## src/rtl/sdram_arb_pkg.sv

```systemverilog
// Shared definitions for the SDRAM burst arbiter: FSM states, burst owner
// codes and read/write command codes.
package sdram_arb_pkg;

  typedef enum logic [1:0] {
    IDLE = 2'd0,
    CMD  = 2'd1,
    HOLD = 2'd2,
    BUSY = 2'd3
  } arb_state_e;

  localparam logic [1:0] SRC_NONE = 2'd0;
  localparam logic [1:0] SRC_CAM  = 2'd1;
  localparam logic [1:0] SRC_EDGE = 2'd2;
  localparam logic [1:0] SRC_VGA  = 2'd3;

  localparam logic RW_WR = 1'b0;
  localparam logic RW_RD = 1'b1;

endpackage

```

## src/rtl/sdram_arb_blkptr.sv

```systemverilog
// Block pointer with frame wrap: counts BASE .. BASE+LEN-1 and back to BASE.
// clear forces the pointer to BASE and wins over a coincident advance.
module sdram_arb_blkptr #(
  parameter int AW   = 15,
  parameter int BASE = 0,
  parameter int LEN  = 600
) (
  input  logic          clk,
  input  logic          rst_n,
  input  logic          advance,
  input  logic          clear,
  output logic [AW-1:0] ptr
);

  localparam logic [AW-1:0] FIRST = AW'(BASE);
  localparam logic [AW-1:0] LAST  = AW'(BASE + LEN - 1);

  // Pointer register: clear to base, otherwise step with wrap on advance
  always_ff @(posedge clk or negedge rst_n) begin
    if (!rst_n) begin
      ptr <= FIRST;
    end else if (clear) begin
      ptr <= FIRST;
    end else if (advance) begin
      ptr <= (ptr == LAST) ? FIRST : ptr + 1'b1;
    end
  end

endmodule

```

## src/rtl/sdram_burst_arbiter.sv

```systemverilog
// SDRAM full-page burst arbiter for camera write, Sobel edge write and VGA
// read-back streams. Drives the rw/rw_en/f_addr command handshake of the
// controller and reports the active burst owner on src_sel.
// Optional build macro ARB_STATS_EN adds grant counters and a VGA starvation
// counter as extra output ports.
module sdram_burst_arbiter
  import sdram_arb_pkg::*;
#(
  parameter int AW        = 15,
  parameter int CW        = 10,
  parameter int BLK_FRAME = 600,
  parameter int RAW_BASE  = 0,
  parameter int EDGE_BASE = 600,
  parameter int WR_THRESH = 512,
  parameter int VGA_LOW   = 250,
  parameter int AGE_MAX   = 8,
  parameter int HOLDOFF   = 2
) (
  input  logic          clk,
  input  logic          rst_n,
  input  logic          ready,
  input  logic [CW-1:0] cam_count,
  input  logic [CW-1:0] edge_count,
  input  logic [CW-1:0] vga_count,
  input  logic          vga_frame_start,
  input  logic          sobel_sel,
  output logic          rw_en,
  output logic          rw,
  output logic [AW-1:0] f_addr,
  output logic [1:0]    src_sel,
  output logic          busy,
  output logic          disp_sobel
`ifdef ARB_STATS_EN
  ,
  output logic [31:0]   gnt_cam,
  output logic [31:0]   gnt_edge,
  output logic [31:0]   gnt_vga,
  output logic [15:0]   vga_starve
`endif
);

  localparam int AGEW = $clog2(AGE_MAX + 1);
  localparam int HCW  = (HOLDOFF > 1) ? $clog2(HOLDOFF) : 1;

  localparam logic [AGEW-1:0] AGE_SAT   = AGEW'(AGE_MAX);
  localparam logic [HCW-1:0]  HOLD_LAST = HCW'(HOLDOFF - 1);
  localparam logic [CW-1:0]   WR_LIM    = CW'(WR_THRESH - 1);
  localparam logic [CW-1:0]   RD_LIM    = CW'(VGA_LOW);
  localparam logic [AW-1:0]   RAW_A     = AW'(RAW_BASE);
  localparam logic [AW-1:0]   EDGE_A    = AW'(EDGE_BASE);

  arb_state_e      state;
  logic [HCW-1:0]  hold_cnt;
  logic [AGEW-1:0] age_cam;
  logic [AGEW-1:0] age_edge;

  logic            cam_req;
  logic            edge_req;
  logic            vga_req;
  logic            grant;
  logic [1:0]      win;
  logic [AW-1:0]   win_addr;
  logic [AW-1:0]   cam_ptr;
  logic [AW-1:0]   edge_ptr;
  logic [AW-1:0]   vga_off;

  assign cam_req  = (cam_count > WR_LIM);
  assign edge_req = (edge_count > WR_LIM);
  assign vga_req  = (vga_count < RD_LIM);
  assign grant    = (state == IDLE) && ready && (cam_req || edge_req || vga_req);

  // Winner selection: VGA read, then aged writes (cam first), then cam, then edge
  always_comb begin
    win = SRC_NONE;
    if (vga_req) begin
      win = SRC_VGA;
    end else if (cam_req && (age_cam == AGE_SAT)) begin
      win = SRC_CAM;
    end else if (edge_req && (age_edge == AGE_SAT)) begin
      win = SRC_EDGE;
    end else if (cam_req) begin
      win = SRC_CAM;
    end else if (edge_req) begin
      win = SRC_EDGE;
    end
  end

  // Block address of the winning stream; VGA reads the displayed region
  always_comb begin
    win_addr = '0;
    case (win)
      SRC_CAM:  win_addr = cam_ptr;
      SRC_EDGE: win_addr = edge_ptr;
      SRC_VGA:  win_addr = vga_off + (disp_sobel ? EDGE_A : RAW_A);
      default:  win_addr = '0;
    endcase
  end

  sdram_arb_blkptr #(.AW(AW), .BASE(RAW_BASE), .LEN(BLK_FRAME)) u_cam_ptr (
    .clk     (clk),
    .rst_n   (rst_n),
    .advance (grant && (win == SRC_CAM)),
    .clear   (1'b0),
    .ptr     (cam_ptr)
  );

  sdram_arb_blkptr #(.AW(AW), .BASE(EDGE_BASE), .LEN(BLK_FRAME)) u_edge_ptr (
    .clk     (clk),
    .rst_n   (rst_n),
    .advance (grant && (win == SRC_EDGE)),
    .clear   (1'b0),
    .ptr     (edge_ptr)
  );

  // Frame start wins over a coincident grant so the offset lands on 0, not 1
  sdram_arb_blkptr #(.AW(AW), .BASE(0), .LEN(BLK_FRAME)) u_vga_ptr (
    .clk     (clk),
    .rst_n   (rst_n),
    .advance (grant && (win == SRC_VGA)),
    .clear   (vga_frame_start),
    .ptr     (vga_off)
  );

  // Write aging: losers that are pending gain age, the winner restarts at 0
  always_ff @(posedge clk or negedge rst_n) begin
    if (!rst_n) begin
      age_cam  <= '0;
      age_edge <= '0;
    end else if (grant) begin
      if (win == SRC_CAM) begin
        age_cam <= '0;
      end else if (cam_req && (age_cam != AGE_SAT)) begin
        age_cam <= age_cam + 1'b1;
      end
      if (win == SRC_EDGE) begin
        age_edge <= '0;
      end else if (edge_req && (age_edge != AGE_SAT)) begin
        age_edge <= age_edge + 1'b1;
      end
    end
  end

  // Display source is only switched at a frame boundary to avoid tearing
  always_ff @(posedge clk or negedge rst_n) begin
    if (!rst_n) begin
      disp_sobel <= 1'b0;
    end else if (vga_frame_start) begin
      disp_sobel <= sobel_sel;
    end
  end

  // Burst FSM: issue one command strobe, ignore ready for HOLDOFF cycles,
  // then wait for the controller to return idle
  always_ff @(posedge clk or negedge rst_n) begin
    if (!rst_n) begin
      state    <= IDLE;
      hold_cnt <= '0;
      rw_en    <= 1'b0;
      rw       <= RW_WR;
      f_addr   <= '0;
      src_sel  <= SRC_NONE;
      busy     <= 1'b0;
    end else begin
      case (state)
        IDLE: begin
          if (grant) begin
            state   <= CMD;
            rw_en   <= 1'b1;
            rw      <= (win == SRC_VGA) ? RW_RD : RW_WR;
            f_addr  <= win_addr;
            src_sel <= win;
            busy    <= 1'b1;
          end
        end
        CMD: begin
          rw_en    <= 1'b0;
          hold_cnt <= '0;
          state    <= HOLD;
        end
        HOLD: begin
          if (hold_cnt == HOLD_LAST) begin
            state <= BUSY;
          end else begin
            hold_cnt <= hold_cnt + 1'b1;
          end
        end
        BUSY: begin
          if (ready) begin
            state   <= IDLE;
            src_sel <= SRC_NONE;
            busy    <= 1'b0;
          end
        end
        default: begin
          state <= IDLE;
          rw_en <= 1'b0;
          busy  <= 1'b0;
        end
      endcase
    end
  end

`ifdef ARB_STATS_EN
  // Grant counters wrap; starvation counter saturates
  always_ff @(posedge clk or negedge rst_n) begin
    if (!rst_n) begin
      gnt_cam    <= '0;
      gnt_edge   <= '0;
      gnt_vga    <= '0;
      vga_starve <= '0;
    end else begin
      if (grant && (win == SRC_CAM))  gnt_cam  <= gnt_cam + 1'b1;
      if (grant && (win == SRC_EDGE)) gnt_edge <= gnt_edge + 1'b1;
      if (grant && (win == SRC_VGA))  gnt_vga  <= gnt_vga + 1'b1;
      if ((state == IDLE) && (vga_count == '0) && (vga_starve != 16'hFFFF)) begin
        vga_starve <= vga_starve + 1'b1;
      end
    end
  end
`endif

endmodule

```

## config.mk

```make
export PLATFORM = sky130hd
export DESIGN_NAME = sdram_burst_arbiter
export DESIGN_NICKNAME = d
export VERILOG_FILES = /design/src/rtl/sdram_arb_pkg.sv /design/src/rtl/sdram_arb_blkptr.sv /design/src/rtl/sdram_burst_arbiter.sv
export SDC_FILE = /design/constraint.sdc
export NUM_CORES = 1
export LEC_CHECK = 0
export CAP_MARGIN = 30
export CORE_ASPECT_RATIO = 2
export CORE_MARGIN = 2
export CORE_UTILIZATION = 35
export DETAILED_ROUTE_END_ITERATION = 10
export HOLD_SLACK_MARGIN = 0.15
export MAX_ROUTING_LAYER = met4
export SLEW_MARGIN = 10
export SYNTH_ARGS = -nofsm -noshare
export SYNTH_HDL_FRONTEND = slang
export SYNTH_SLANG_ARGS = --single-unit
```

## constraint.sdc

```tcl
create_clock -name clk -period 2.1 [get_ports clk]
set_input_delay 0.42 -clock clk [delete_from_list [all_inputs] [get_ports clk]]
set_output_delay 0.42 -clock clk [all_outputs]
set_load 0.03 [all_outputs]
```

==> run metrics <==
status finished, final reports clean; vias after detailed routing approximately 4300; CTS root buf clkbuf_16; register area share after synthesis 0.429; Warnings, synthesis 0; Worst Setup End Kind register; # rows 58; Max rail drop VDD between 0.0007 and 0.0008 V; Detail Route Antenna Nets 0; critical path type register to register; P&R area growth vs syn 35.9%; IO buf count 36; Core Box Area about 13000 µm²; clk_skew 8.44 ps; CP max FO 7; non-filler cells in the finished layout 750; fmax 492 MHz; Placer Congestion between 0.9 and 1; number of global-route vias before repair 4445; RSZ-0062 raised after global routing yes; final hold viol count 0; mean post-synth cell area 9.35 µm²; Clk Latency, worst-skew pair 350 ps; Leak Pwr 2.62 nW; PnR worst setup slack between 60 and 70 ps; final hold slack 490 ps; antenna violations before repair 0; Max-slew headroom 0.666; Clock transition at path regs around 60 ps; Setup Viol. Count Final 0; placed instance area about 5500 µm²; IO Count 56; Worst-Margin Slew approximately 500 ps; multi-input logic area 2520 µm²; clk buf depth 2; crit path time final 2030 ps; CTS H-tree depth 3; Starting Density 0.359; Post-route DRC 0; Final HPWL DP 10800 µm; Filler Cell Count 1179; startpoint types register; CTS tree done; Die ar. 13900 µm²; Avg WL per Cell 18.8 µm; Detailed Routing Iterations Pass 1 5; Arrival @ worst endpoint approximately 2300 ps; fin. max-slew vios 0; Yosys reg bits 77; placed cell count roughly 720; max cap viols 0; Final #Nets 647; Die Y 165 µm; global-route wire length before repair 22600 µm; largest net degree at the start of global routing 45; Total Power 0.00588 W; Async SR Flop Fraction 1.00; Top FF cell, synth dfrtp_1; number of synthesized flops with an enable pin 0; PwrDens 960 nW/µm²; Critical Path RT ~2400 ps; CTS Sinks 77; CTS buffer count 9; synthesized area 4510 µm²; # diodes 0; syn nets approximately 530; total routed wirelength about 14000 µm; drt initial violations 200; fin crit share 0.968; GRT Overall Usage 0.216; design area a little over 6000 µm²; via/cell ratio 5.75; share of cells above drive strength 1 0.238; storage element area 1930 µm²; cell count after synthesis 482; Distinct cells, synth 72; hold crit path type register to register; die outline width ~84 µm; global route overflow 0; Place WS -302 ps
## logic make-up (layout without fill, tap and decap cells)
logic type / count (synthesis) / count (layout) / share of synthesized area
simple gates: 180 / 180 / 0.205
compound gates: 134 / 134 / 0.200
flops: 77 / 77 / 0.429
buf+inv: 37 / 155 / 0.0436
xor+xnor: 32 / 32 / 0.0622
fa+ha+maj: 17 / 17 / 0.0488
mux: 5 / 5 / 0.0122
## cell usage after synthesis (all sizes together), types with 4 or more instances
cell / count / area (µm²)
ha: 16 / 200
a21oi: 23 / 119
nand2b: 4 / 25.0
nor2: 37 / 141
a22oi: 7 / 52.6
nand3: 22 / 110
clkbuf: 4 / 15.0
and3: 12 / 75.1
nand2: 50 / 190
a31oi: 10 / 77.6
o31ai: 5 / 51.3
xor2: 12 / 105
o21ai: 51 / 263
inv: 16 / 60.1
xnor2: 20 / 175
dfstp: 4 / 105
buf: 17 / 121
nor3: 13 / 86.3
mux2: 4 / 45.0
o22ai: 4 / 25.0
nand4: 14 / 87.6
dfrtp: 73 / 1830
nor4: 4 / 25.0
or3: 5 / 31.3
## worst paths after layout
check / from / end / slack (ps) / cells after the start
max in group asynchronous: rst_n / u_edge_ptr.ptr[9] / 840 / 3
worst max-delay path: age_cam[0] / u_cam_ptr.ptr[14] / 70 / 10
worst min-delay path: rw / rw / 490 / 2
worst min register to register: rw / rw / 490 / 2
worst max register to register: age_cam[0] / u_cam_ptr.ptr[14] / 70 / 10
min in group asynchronous: rst_n / u_vga_ptr.ptr[10] / 580 / 2
## state kept, by name, summed over array words and instances, names as in the netlist, 2 cells and up
| signal | cells |
|---|---|
| age_cam | 4 |
| u_vga_ptr.ptr | 15 |
| state | 2 |
| src_sel | 2 |
| f_addr | 15 |
| u_edge_ptr.ptr | 15 |
| u_cam_ptr.ptr | 15 |
| age_edge | 4 |
## placed cells by master, fill, tap and decap left out, types with 3 or more instances in the layout
cell type        synthesis  routed
o21ai_1                  2       4
nand3_1                 22      20
ha_1                    16      12
a221o_1                  3       3
o21a_1                   3       3
o31ai_1                  4       3
dfstp_2                  4       4
buf_12                   0       5
inv_1                   16      15
buf_4                    2      80
nand2b_1                 4       4
nand3b_1                 3       3
o21ai_0                 47      45
bufinv_16                0       3
a31oi_1                  9       7
a22oi_1                  7       7
xnor2_1                 20      18
clkdlybuf4s50_1          0      35
nor3_1                  10      10
nand2_1                 49      49
o22ai_1                  4       4
a21oi_1                 22      22
clkinvlp_4               0       3
mux2_2                   3       3
o22a_1                   3       3
dfrtp_1                 73      72
xor2_1                  12      12
nor2_1                  36      33
and3_1                  12      12
clkbuf_16                0       9
nand4_1                 14      14
nor4_1                   4       4
ha_4                     0       3
or3_1                    5       5
## layer usage
layer	track usage	part of all wire	up-vias
met5	-	0	-
met4	0.124	0.048	0
met3	0.0305	0.034	43
met2	0.409	0.57	135
met1	0.205	0.35	2149
li1	-	-	1986
## report_power, final
group | internal, W | total, W | switching, W
Sequential | 0.00177 | 0.00202 | 0.000248
Combinational | 0.000953 | 0.00206 | 0.00111
Clock | 0.00116 | 0.00180 | 0.000640
Total | 0.00388 | 0.00588 | 0.00200
## through the flow
stage                     TNS (ps)   util
final                            0  0.488
after CTS                    -6.61  0.475
after floorplan                  0      -
after global routing         -85.9  0.488
after global placement      -13090  0.441
after detailed placement    -14380  0.441
## critical path: stages, from the launching register on
cell	delay [ps]
dfrtp_1	400
inv_2	70
ha_2	170
and3b_2	240
o31ai_4	100
buf_12	160
buf_4	140
nor3_4	190
buf_6	140
nand4_1	130
xnor2_1	210
## final cells by class
| class | count | area share |
|---|---|---|
| repair buffers | 123 | 0.177 |
| clock buffers | 10 | 0.0374 |
| clock inverters | 6 | 0.0184 |
| inverters | 16 | 0.00980 |
| well taps | 150 | 0.0306 |
| multi-input cells | 368 | 0.411 |
| flip-flops and latches | 77 | 0.316 |
## repair_timing
action | 4_1_cts | 5_1_grt
endpoints found under the hold margin | 33 | 0
pin swaps | 10 | 15
resized for setup | 7 | 22
setup buffers | 3 | 9
hold buffers | 1 | 0
setup endpoints to repair | 8 | 35
(Power assumes the default switching activity.)
